$ cat src/rtl/uart_tx_queue.sv
// uart_tx_queue
// Byte FIFO in front of a UART transmitter. Bytes pushed from the bus side
// are launched one at a time with a single-cycle transmit pulse.
// Each launch waits for the UART busy flag to rise and then fall before the
// next byte is popped.
// All outputs come from registers or decode of registers. No input reaches
// an output combinationally.
module uart_tx_queue #(
   parameter int DEPTH  = 16,  // power of two, at least 2
   parameter int ADDR_W = 4    // log2(DEPTH)
) (
   input  logic              clk,
   input  logic              rst,
   input  logic              wr_en,
   input  logic [7:0]        wr_data,
   output logic              full,
   output logic              empty,
   output logic [ADDR_W:0]   level,
   output logic              overflow,
   input  logic              clr_overflow,
   output logic              uart_transmit,
   output logic [7:0]        uart_tx_byte,
   input  logic              uart_is_transmitting,
   output logic              busy
);

   localparam int LVL_W = ADDR_W + 1;

   typedef enum logic [1:0] {
      S_IDLE       = 2'd0,
      S_LAUNCH     = 2'd1,
      S_WAIT_START = 2'd2,
      S_WAIT_DONE  = 2'd3
   } state_t;

   // Storage and bookkeeping
   logic [7:0]        r_mem [DEPTH];
   logic [ADDR_W-1:0] r_wr_ptr;
   logic [ADDR_W-1:0] r_rd_ptr;
   logic [LVL_W-1:0]  r_level;
   logic              r_overflow;

   // Sequencer
   state_t            r_state;
   logic              r_transmit;
   logic [7:0]        r_tx_byte;

   // Decoded controls
   logic              w_full;
   logic              w_empty;
   logic              w_push;
   logic              w_drop;
   logic              w_pop;
   state_t            w_state_next;
   logic [LVL_W-1:0]  w_level_next;

   // Occupancy flags decode from the registered level only, so a pop in the
   // same cycle never makes room for a push that arrives while full.
   assign w_full  = (r_level == LVL_W'(DEPTH));
   assign w_empty = (r_level == '0);
   assign w_push  = wr_en && !w_full;
   assign w_drop  = wr_en && w_full;

   // Next-state and pop decision for the launch sequencer
   always_comb begin
      w_state_next = r_state;
      w_pop        = 1'b0;
      case (r_state)
         S_IDLE: begin
            // Never hand a byte to a UART that is still shifting one out.
            if (!w_empty && !uart_is_transmitting) begin
               w_pop        = 1'b1;
               w_state_next = S_LAUNCH;
            end
         end
         S_LAUNCH: begin
            w_state_next = S_WAIT_START;
         end
         S_WAIT_START: begin
            if (uart_is_transmitting) begin
               w_state_next = S_WAIT_DONE;
            end
         end
         S_WAIT_DONE: begin
            if (!uart_is_transmitting) begin
               w_state_next = S_IDLE;
            end
         end
         default: begin
            w_state_next = S_IDLE;
         end
      endcase
   end

   // Level follows push/pop; a simultaneous push and pop leaves it unchanged
   always_comb begin
      w_level_next = r_level;
      if (w_push && !w_pop) begin
         w_level_next = r_level + LVL_W'(1);
      end else if (!w_push && w_pop) begin
         w_level_next = r_level - LVL_W'(1);
      end
   end

   // Sequencer state register
   always_ff @(posedge clk) begin
      if (rst) begin
         r_state <= S_IDLE;
      end else begin
         r_state <= w_state_next;
      end
   end

   // FIFO data array: write port only, no reset so it maps onto RAM
   always_ff @(posedge clk) begin
      if (w_push) begin
         r_mem[r_wr_ptr] <= wr_data;
      end
   end

   // Pointers wrap naturally modulo DEPTH; level is tracked separately
   always_ff @(posedge clk) begin
      if (rst) begin
         r_wr_ptr <= '0;
         r_rd_ptr <= '0;
         r_level  <= '0;
      end else begin
         if (w_push) begin
            r_wr_ptr <= r_wr_ptr + ADDR_W'(1);
         end
         if (w_pop) begin
            r_rd_ptr <= r_rd_ptr + ADDR_W'(1);
         end
         r_level <= w_level_next;
      end
   end

   // Sticky overflow; a drop in the same cycle as a clear keeps it set
   always_ff @(posedge clk) begin
      if (rst) begin
         r_overflow <= 1'b0;
      end else if (w_drop) begin
         r_overflow <= 1'b1;
      end else if (clr_overflow) begin
         r_overflow <= 1'b0;
      end
   end

   // Launch pulse and byte register; the byte is the RAM's registered read
   // and only changes on a pop, so it holds through the whole handshake.
   always_ff @(posedge clk) begin
      if (rst) begin
         r_transmit <= 1'b0;
         r_tx_byte  <= 8'h00;
      end else begin
         r_transmit <= w_pop;
         if (w_pop) begin
            r_tx_byte <= r_mem[r_rd_ptr];
         end
      end
   end

   assign full          = w_full;
   assign empty         = w_empty;
   assign level         = r_level;
   assign overflow      = r_overflow;
   assign uart_transmit = r_transmit;
   assign uart_tx_byte  = r_tx_byte;
   assign busy          = (r_state != S_IDLE) || !w_empty;

endmodule

$ cat config.mk
export PLATFORM = sky130hd
export DESIGN_NAME = uart_tx_queue
export DESIGN_NICKNAME = d
export VERILOG_FILES = /design/src/rtl/uart_tx_queue.sv
export SDC_FILE = /design/constraint.sdc
export NUM_CORES = 1
export LEC_CHECK = 0
export CAP_MARGIN = 20
export CORE_MARGIN = 3
export CORE_UTILIZATION = 46
export CTS_BUF_LIST = sky130_fd_sc_hd__clkbuf_8 sky130_fd_sc_hd__clkbuf_16
export DETAILED_ROUTE_END_ITERATION = 10
export GPL_TIMING_DRIVEN = 0
export PLACE_DENSITY = 0.68
export SLEW_MARGIN = 20
export SYNTH_ARGS = -nofsm -noshare
export SYNTH_HDL_FRONTEND = slang
export SYNTH_SLANG_ARGS = --single-unit
$ cat constraint.sdc
create_clock -name clk -period 4.3 [get_ports clk]
set_input_delay 0.86 -clock clk [delete_from_list [all_inputs] [get_ports clk]]
set_output_delay 0.86 -clock clk [all_outputs]
set_load 0.005 [all_outputs]
=== Word-level counts from Yosys, hierarchy flattened ===
Memories as Yosys holds them, arrays and structs flattened. A register that Yosys moved wholly into a read port is not among the register bits.
Index checks and enable logic that the tools add are counted.

* RAM bits: 128
* Bits in registers: 17
* Bits of input ports: 13
* Memories: 1
* Logic and storage cells: 47

{| class="wikitable"
|+ Memories
! name !! depth !! width !! read ports !! clocked after memory_dff !! wr ports !! RTL line !! text
|-
| r_mem || 16 || 8 || 1 || 1 || 1 || 37 || <nowiki>logic [7:0] r_mem [DEPTH];</nowiki>
|}

* Add/subtract/negate cells: 4
* Multiplexer cells: 12
* Equal/unequal tests: 7
* Reduce and logical (&&, ||, !) cells: 17

{| class="wikitable"
|+ Operators by type and width
! cell !! count
|-
| $mux W5 || 2
|-
| $add A4 B1 Y4 const B || 2
|-
| $pmux W2 S4 || 1
|-
| $mux W1 || 6
|-
| $mux W2 || 3
|-
| $ne A2 B2 Y1 const B || 3
|-
| $reduce_bool A2 Y1 || 3
|-
| $add A5 B1 Y5 const B || 1
|-
| $eq A5 B5 Y1 const B || 1
|-
| $logic_and A1 B1 Y1 || 5
|-
| $logic_not A1 Y1 || 5
|-
| $logic_not A5 Y1 || 1
|-
| $sub A5 B1 Y5 const B || 1
|-
| $eq A2 B2 Y1 const B || 2
|-
| $reduce_and A3 Y1 || 1
|-
| $eq A2 B1 Y1 const B || 1
|-
| $logic_not A2 Y1 || 1
|-
| $logic_or A1 B1 Y1 || 1
|}

=== Logic depth before layout (Yosys ltp) ===
Gate-level depths: netlist (run 1).

* Word-level depth: 8
* Gate-level depth with buffers: 12
* Mapped depth without buffers: 12

=== Worst setup path before layout (run 1) ===
OpenSTA, ideal clock, no wires.

* Path kind: input-to-reg
* Start: input port uart_is_transmitting
* End: register r_level[4], in the netlist level[4]
* Arrival time: 2.947 ns
* Slack: 1.232 ns
* Stages on the path: 10
* Path through: nor2b_1 -> a21boi_2 -> clkinv_1 -> ha_1 -> inv_1 -> ha_1 -> a21o_1 -> a21oi_1 -> mux2i_1 -> mux2_2

* Cells in the longest elaborated chain, start to end: 7
* Elaborated cells between the ends (all ways): 9

{| class="wikitable"
|+ RTL lines
! what !! RTL line !! text
|-
| start: declaration || 23 || <nowiki>input logic uart_is_transmitting,</nowiki>
|-
| $logic_not A1 Y1 (*) || - ||
|-
| $logic_and A1 B1 Y1 (*) || 71 || <nowiki>if (!w_empty && !uart_is_transmitting) begin</nowiki>
|-
| $mux W1 (*) || 71 ||
|-
| $mux W1 (*) || 68 || <nowiki>case (r_state)</nowiki>
|-
| $logic_not A1 Y1 || 98 || <nowiki>if (w_push && !w_pop) begin</nowiki>
|-
| $logic_and A1 B1 Y1 || 98 ||
|-
| $mux W5 or $reduce_bool A2 Y1 (tied branches) || - ||
|-
| end signal: assignment || 134 || <nowiki>r_level <= w_level_next;</nowiki>
|-
| end: declaration || 40 || <nowiki>logic [LVL_W-1:0] r_level;</nowiki>
|}

Mark *: on every way between the ends. The rest lies on a longest branch, timed or not.
A chain may end at the register's enable or synchronous reset.

=== Worst setup path in the final report (run 1) ===
Ends and elaborated chain as after synthesis.

==> metrics, run 1 <==
syn nets about 420; worst hold path class flip-flop to flip-flop; Fmax achieved 281.6 MHz; crit-path cells clkdlybuf4s50_1 -> nor2b_1 -> a21boi_2 -> clkinv_1 -> ha_1 -> inv_1 -> ha_1 -> a21o_1 -> a21oi_1 -> mux2i_1 -> mux2_2; #FFs+latches synth roughly 150; status complete, no violations; Tot GR Track Use 18.96%; maximum number of pins on one net before global-route repair 17; post-cts sizing count 0; Port Buf Inserts 29; largest fanout on the critical path 8; hold buffer count at cts 0; Worst setup EP type flip-flop; Max-slew headroom 46.11%; share of cells above drive strength 1 14.67%; area delta synth->final 17.89%; asr flop ratio synth 0%; synth warn 0; # setup viols final 0; min cycle time layout ~3.6 ns; first-pass GRT wire length roughly 20,000 µm; Vias ~3,500; setup_tns 0 ns; Diodes inserted 0; H-tree levels 4; drt wl/cell 20.95 µm; final WL 13,030 µm; peak supply drop ~0.32 mV; CP Data Required Time ~4.6 ns; critical path's slowest cell clkdlybuf4s50_1; clock latency on the worst-skew pair 0.42 ns; clock skew 0.01069 ns; clock tree sinks ~150; routability cong. between 0.8 and 0.9; Core ar. 12,930 µm²; final slew viol count 0; die area 14,930 µm²; Yosys cell types between 40 and 50; post-route cell area approximately 7300 µm²; clock-pin slew on the worst setup and hold paths approximately 0.060 ns; row count slightly above 40; Initial Utilization 48.04%; Max Cap Violations 0; worst endpoint data arrival time 3.86 ns; RSZ-0062 raised after global routing no; most frequent cell on the critical path ha_1; Max Buffers Root-to-Sink 2; CTS tree built; Nets between 400 and 500; number of CTS-inserted buffers 17; Root Buffer clkbuf_16; DRT iter0 DRCs about 350; initial antenna violation count 0; total gr overflow 0; EDFF count, synth between 100 and 150; ys flop type edfxtp_1; max incr delay on CP roughly 0.46 ns; Mapped Area approximately 6200 µm²; Seq/Total Area, Yosys a little over two thirds; Vert. Die Dim 122.2 µm; number of setup buffers added after CTS 0; Tightest Pin Transition between 0.7 and 0.8 ns; boundary pin count 31; DP HPWL approximately 8800 µm; synthesized area per cell about 16 µm²; DRT antenna net count 0; crit path launch type primary input; Cell Area, Placed between 6000 and 7000 µm²; Leakage 2.364 nW; pwr/cell area 573.4 nW/µm²; Final period util ~83%; Synth Instances between 300 and 400; Die X around 120 µm; commonest non-fill, non-tap cell in the layout edfxtp_1; Crit Path Class primary input to flip-flop; vias in the first global route ~3,600; Final Hold Fails 0; most frequent cells in the layout edfxtp_1 (128), mux2i_1 (43), nor2_1 (40); DRC Markers 0; Hold WS around 0.50 ns; via-per-instance ratio between 5 and 6; count of TritonRoute iterations in the first routing pass 4
report_power, final:
group,leakage (nW),switching (mW),internal [mW]
Clock,0.281,0.560,0.900
Sequential,1.36,0.0805,1.72
Combinational,0.722,0.510,0.430
Total,2.36,1.15,3.05
kinds of logic (layout without fill, tap and decap cells):
kind of cell               after synthesis  in the layout  synth area share (%)
DFF                                    153            153                 69.96
and+or+nand+nor                         75             75                 5.883
muxes                                   56             56                 11.46
AOI/OAI and AO/OA                       55             55                 6.367
buffers and inverters                   28             89                 2.317
adders and majority gates               13             13                 2.740
xor gates and xnor gates                 9              9                 1.269
routing by layer:
metal	part of all wire (%)	GRT usage [%]	routed length (µm)
met5	0	0	0
met4	1.9	7.208	254
met2	47	28.45	6186
met3	7.6	6.500	984
met1	43	25.70	5607
worst paths after layout:
| kind | from | end | slack [ns] | depth (start not counted) |
|---|---|---|---|---|
| setup reg to reg | r_state[0] | level[4] | 0.97 | 12 |
| setup / recovery | uart_is_transmitting | level[4] | 0.75 | 11 |
| hold reg to reg | uart_tx_byte[5] | uart_tx_byte[5] | 0.50 | 2 |
| hold / removal | uart_tx_byte[5] | uart_tx_byte[5] | 0.50 | 2 |
through the flow:
stage | cells | power [mW] | utilization [%] | setup WS, ns
floorplan | 389 | 2.392 | - | 1.232
global placement | 590 | 2.733 | 51.95 | 0.3721
detailed placement | 590 | 2.767 | 52.10 | 0.3311
CTS | 622 | 4.225 | 56.63 | 0.7494
global route | 622 | 4.402 | 56.63 | 0.5832
finish | 622 | 4.198 | 56.63 | 0.7490
Yosys cell counts, types with 2 or more instances:
library cell	n	area share [%]
o22ai_1	20	2.0
dfxtp_1	25	8.1
and3_1	2	0.20
buf_6	3	0.54
inv_1	6	0.36
o211ai_1	3	0.36
buf_2	10	0.81
nand2_1	7	0.42
mux2i_1	43	6.9
nand3b_1	3	0.36
xor2_1	6	0.85
clkbuf_1	7	0.42
a21boi_2	2	0.36
ha_1	12	2.4
a21oi_1	7	0.56
edfxtp_1	128	62
mux4_2	12	4.4
xnor2_1	3	0.42
a22oi_1	4	0.48
nor2_1	40	2.4
or3_1	2	0.20
a2111oi_0	3	0.42
nand2b_1	2	0.20
nor2b_1	4	0.40
a211oi_1	10	1.2
nor3_1	9	0.73
final cells by class:
cell class                 count  area, µm²
buffer                        21      117.6
clock inverter                15      160.2
fill                        1020       5607
tap                          172      215.2
inverter                       7      26.28
timing repair buffer          29      290.3
multi-input combinational    208       1742
sequential                   153       4344
clock buffer                  17      425.4
worst max-delay path: cells and delay by family:
family | cells | cell delay [ns]
buffers and inverters | 3 | 0.91
adder cells (fa/ha/maj) | 2 | 0.60
multiplexers | 2 | 0.57
AND/OR/NAND/NOR | 1 | 0.23
AO/OA/AOI/OAI | 3 | 0.68
registers in the layout (all words and copies together), names as in the netlist:
register	count
overflow	1
r_rd_ptr	4
level	5
r_state	2
uart_tx_byte	8
r_mem	128
uart_transmit	1
r_wr_ptr	4
No activity file was read; power rests on OpenSTA's default activity.
==> run 2: changes to the inputs <==
clock period = 3.4 ns   (was 4.3 ns; I/O delays follow)
==> metrics, run 2 (same netlist as run 1, synthesis figures left out) <==
number of setup buffers added after CTS 0 (unchanged); drt wl/cell 20.97 µm (about the same); Max-slew headroom 46.07% (about the same); Tot GR Track Use 18.96% (unchanged); boundary pin count 31 (unchanged); worst endpoint data arrival time 3.47 ns (-0.39 ns); DRC Markers 0 (unchanged); number of CTS-inserted buffers 17 (unchanged); final slew viol count 0 (unchanged); CP Data Required Time 3.71 ns (-0.90 ns); die area 14,930 µm² (unchanged); most frequent cell on the critical path ha_1; DP HPWL 8797 µm (unchanged); Max Cap Violations 0 (unchanged); crit path launch type primary input; critical path's slowest cell clkdlybuf4s50_1; commonest non-fill, non-tap cell in the layout edfxtp_1; Final period util roughly 93%; DRT iter0 DRCs 348 (+0.29%); # setup viols final 0 (unchanged); Largest register FFs 128 (unchanged); Tightest Pin Transition 0.7885 ns (+0.0005998 ns); Reg power frac 42.8% (about the same); Net Sw Frac 27.42% (about the same); Initial Utilization 48.04% (unchanged); Bufs and invs on worst path 3 (unchanged); worst reg2reg setup slack 0.28 ns (-0.69 ns); DRT antenna net count 0 (unchanged); first-pass GRT wire length 20,340 µm (unchanged); crit path from uart_is_transmitting; Worst Setup Slack, final 0.2388 ns (-0.5102 ns); reg2reg start r_state[0]; clock skew 0.01056 ns (-0.0001291 ns); initial antenna violation count 0 (unchanged); Vias 3,461 (-0.087%); area delta synth->final 17.89% (unchanged); Core ar. 12,930 µm² (unchanged); Diodes inserted 0 (unchanged); Worst setup EP type flip-flop; clock tree sinks 153 (unchanged); CP top delay family buffers and inverters; Port Buf Inserts 29 (unchanged); Max Buffers Root-to-Sink 2 (unchanged); Leakage 2.365 nW (about the same); Switch Pwr 1.456 mW (+27%); R2R depth 12 (unchanged); Cell Area, Placed 6735 µm² (unchanged); Clk network pwr share 34.8% (about the same); register with the most flip-flops r_mem; row count 41 (unchanged); maximum number of pins on one net before global-route repair 17 (unchanged); vias in the first global route 3,560 (unchanged); combinational power share 22.4% (about the same); Fmax achieved 316.3 MHz; setup_tns 0 ns (unchanged); worst setup path endpoint level[4]; pre-CTS WS -0.3889 ns (-0.7200 ns); met1 Resource Use GR 25.70% (unchanged); routability cong. 0.8155 (unchanged); peak supply drop 0.4101 mV (+26%); Internal Power 3.854 mW (+26%); largest fanout on the critical path 8 (unchanged); post-route cell area 7321 µm² (unchanged); max incr delay on CP 0.46 ns (about the same); total gr overflow 0 (unchanged); reg-to-reg endpoint level[4]; count of TritonRoute iterations in the first routing pass 4 (unchanged); status complete, no violations; Crit Path Class primary input to flip-flop; Critical Path Stages 11 (unchanged); CTS tree built; Vert. Die Dim 122.2 µm (unchanged); worst hold path class flip-flop to flip-flop; GR Util met2 28.45% (unchanged); H-tree levels 4 (unchanged); RSZ-0062 raised after global routing no; clock latency on the worst-skew pair 0.42 ns (about the same); most frequent cells in the layout edfxtp_1 (128), mux2i_1 (43), nor2_1 (40); Nets 463 (unchanged); clock-pin slew on the worst setup and hold paths 0.06 ns (about the same); min cycle time layout 3.161 ns; GR peak layer met2; Final Util 56.63% (unchanged); crit-path cells clkdlybuf4s50_1 -> nor2b_1 -> a21boi_2 -> inv_2 -> ha_1 -> inv_1 -> ha_1 -> a21o_1 -> a21oi_1 -> mux2i_1 -> mux2_2; Tot Pwr 5.310 mW (+27%); Die X 122.2 µm (unchanged); Global Route met3 Usage 6.500% (unchanged); Final Hold Fails 0 (unchanged); final WL 13,040 µm (about the same); Root Buffer clkbuf_16; share of cells above drive strength 1 14.89% (+0.22 points); via-per-instance ratio 5.564 (about the same); pwr/cell area 725.3 nW/µm² (+27%)
-- run 2: changes by cell type in the layout (fill, tap and decap cells not counted), sizes merged --
cell and change:
clkinv -1, inv +1
-- run 2: per-stage QoR --
stage | cells | hold WS, ns
after floorplan | 389 | 0.4915
after global placement | 590 | 0.4911
after detailed placement | 590 | 0.4950
after CTS | 622 | 0.5029
after global routing | 622 | 0.5208
final | 622 | 0.5006
-- run 2: worst min path at each step --
stage,from,to,cells after the start
after floorplan,r_state[0],r_state[0],2
after global placement,uart_tx_byte[2],uart_tx_byte[2],2
after detailed placement,uart_tx_byte[5],uart_tx_byte[5],2
after CTS,uart_tx_byte[5],uart_tx_byte[5],2
after global routing,uart_tx_byte[5],uart_tx_byte[5],2
final,uart_tx_byte[5],uart_tx_byte[5],2
-- run 2: timing repair --
item                                    CTS  global route
hold buffers                              0             0
resized for setup                         0             1
endpoints found under the setup margin    0             1
-- run 2: area by class of cell --
class | count | area [µm²]
flip-flops and latches | 153 | 4344
repair buffers | 29 | 290.3
plain buffers | 21 | 117.6
clock buffers | 17 | 425.4
well taps | 172 | 215.2
multi-input cells | 208 | 1742
clock inverters | 15 | 160.2
fillers | 1020 | 5607
inverters | 7 | 26.28
-- run 2: power by group through the flow --
| stage | clock [mW] | sequential, mW | combinational, mW |
|---|---|---|---|
| finish | 1.85 | 2.27 | 1.19 |
| global route | 1.96 | 2.29 | 1.32 |
| CTS | 1.87 | 2.27 | 1.20 |
| detailed placement | 0 | 2.31 | 1.19 |
| global placement | 0 | 2.30 | 1.16 |
| floorplan | 0 | 2.29 | 0.731 |
-- run 2: metal layers --
layer	wire, µm	part of all wire [%]
met1	5566	43
met2	6210	48
met3	1011	7.8
met4	254	1.9
met5	0	0
-- run 2: worst register-to-register path: cells and delay by family (launching register included) --
family                   cells  cell delay, ns
adder cells (fa/ha/maj)      3            0.78
AO/OA/AOI/OAI                3            0.69
multiplexers                 2            0.57
buffers and inverters        3            0.40
flip-flops                   1            0.31
AND/OR/NAND/NOR              1            0.25
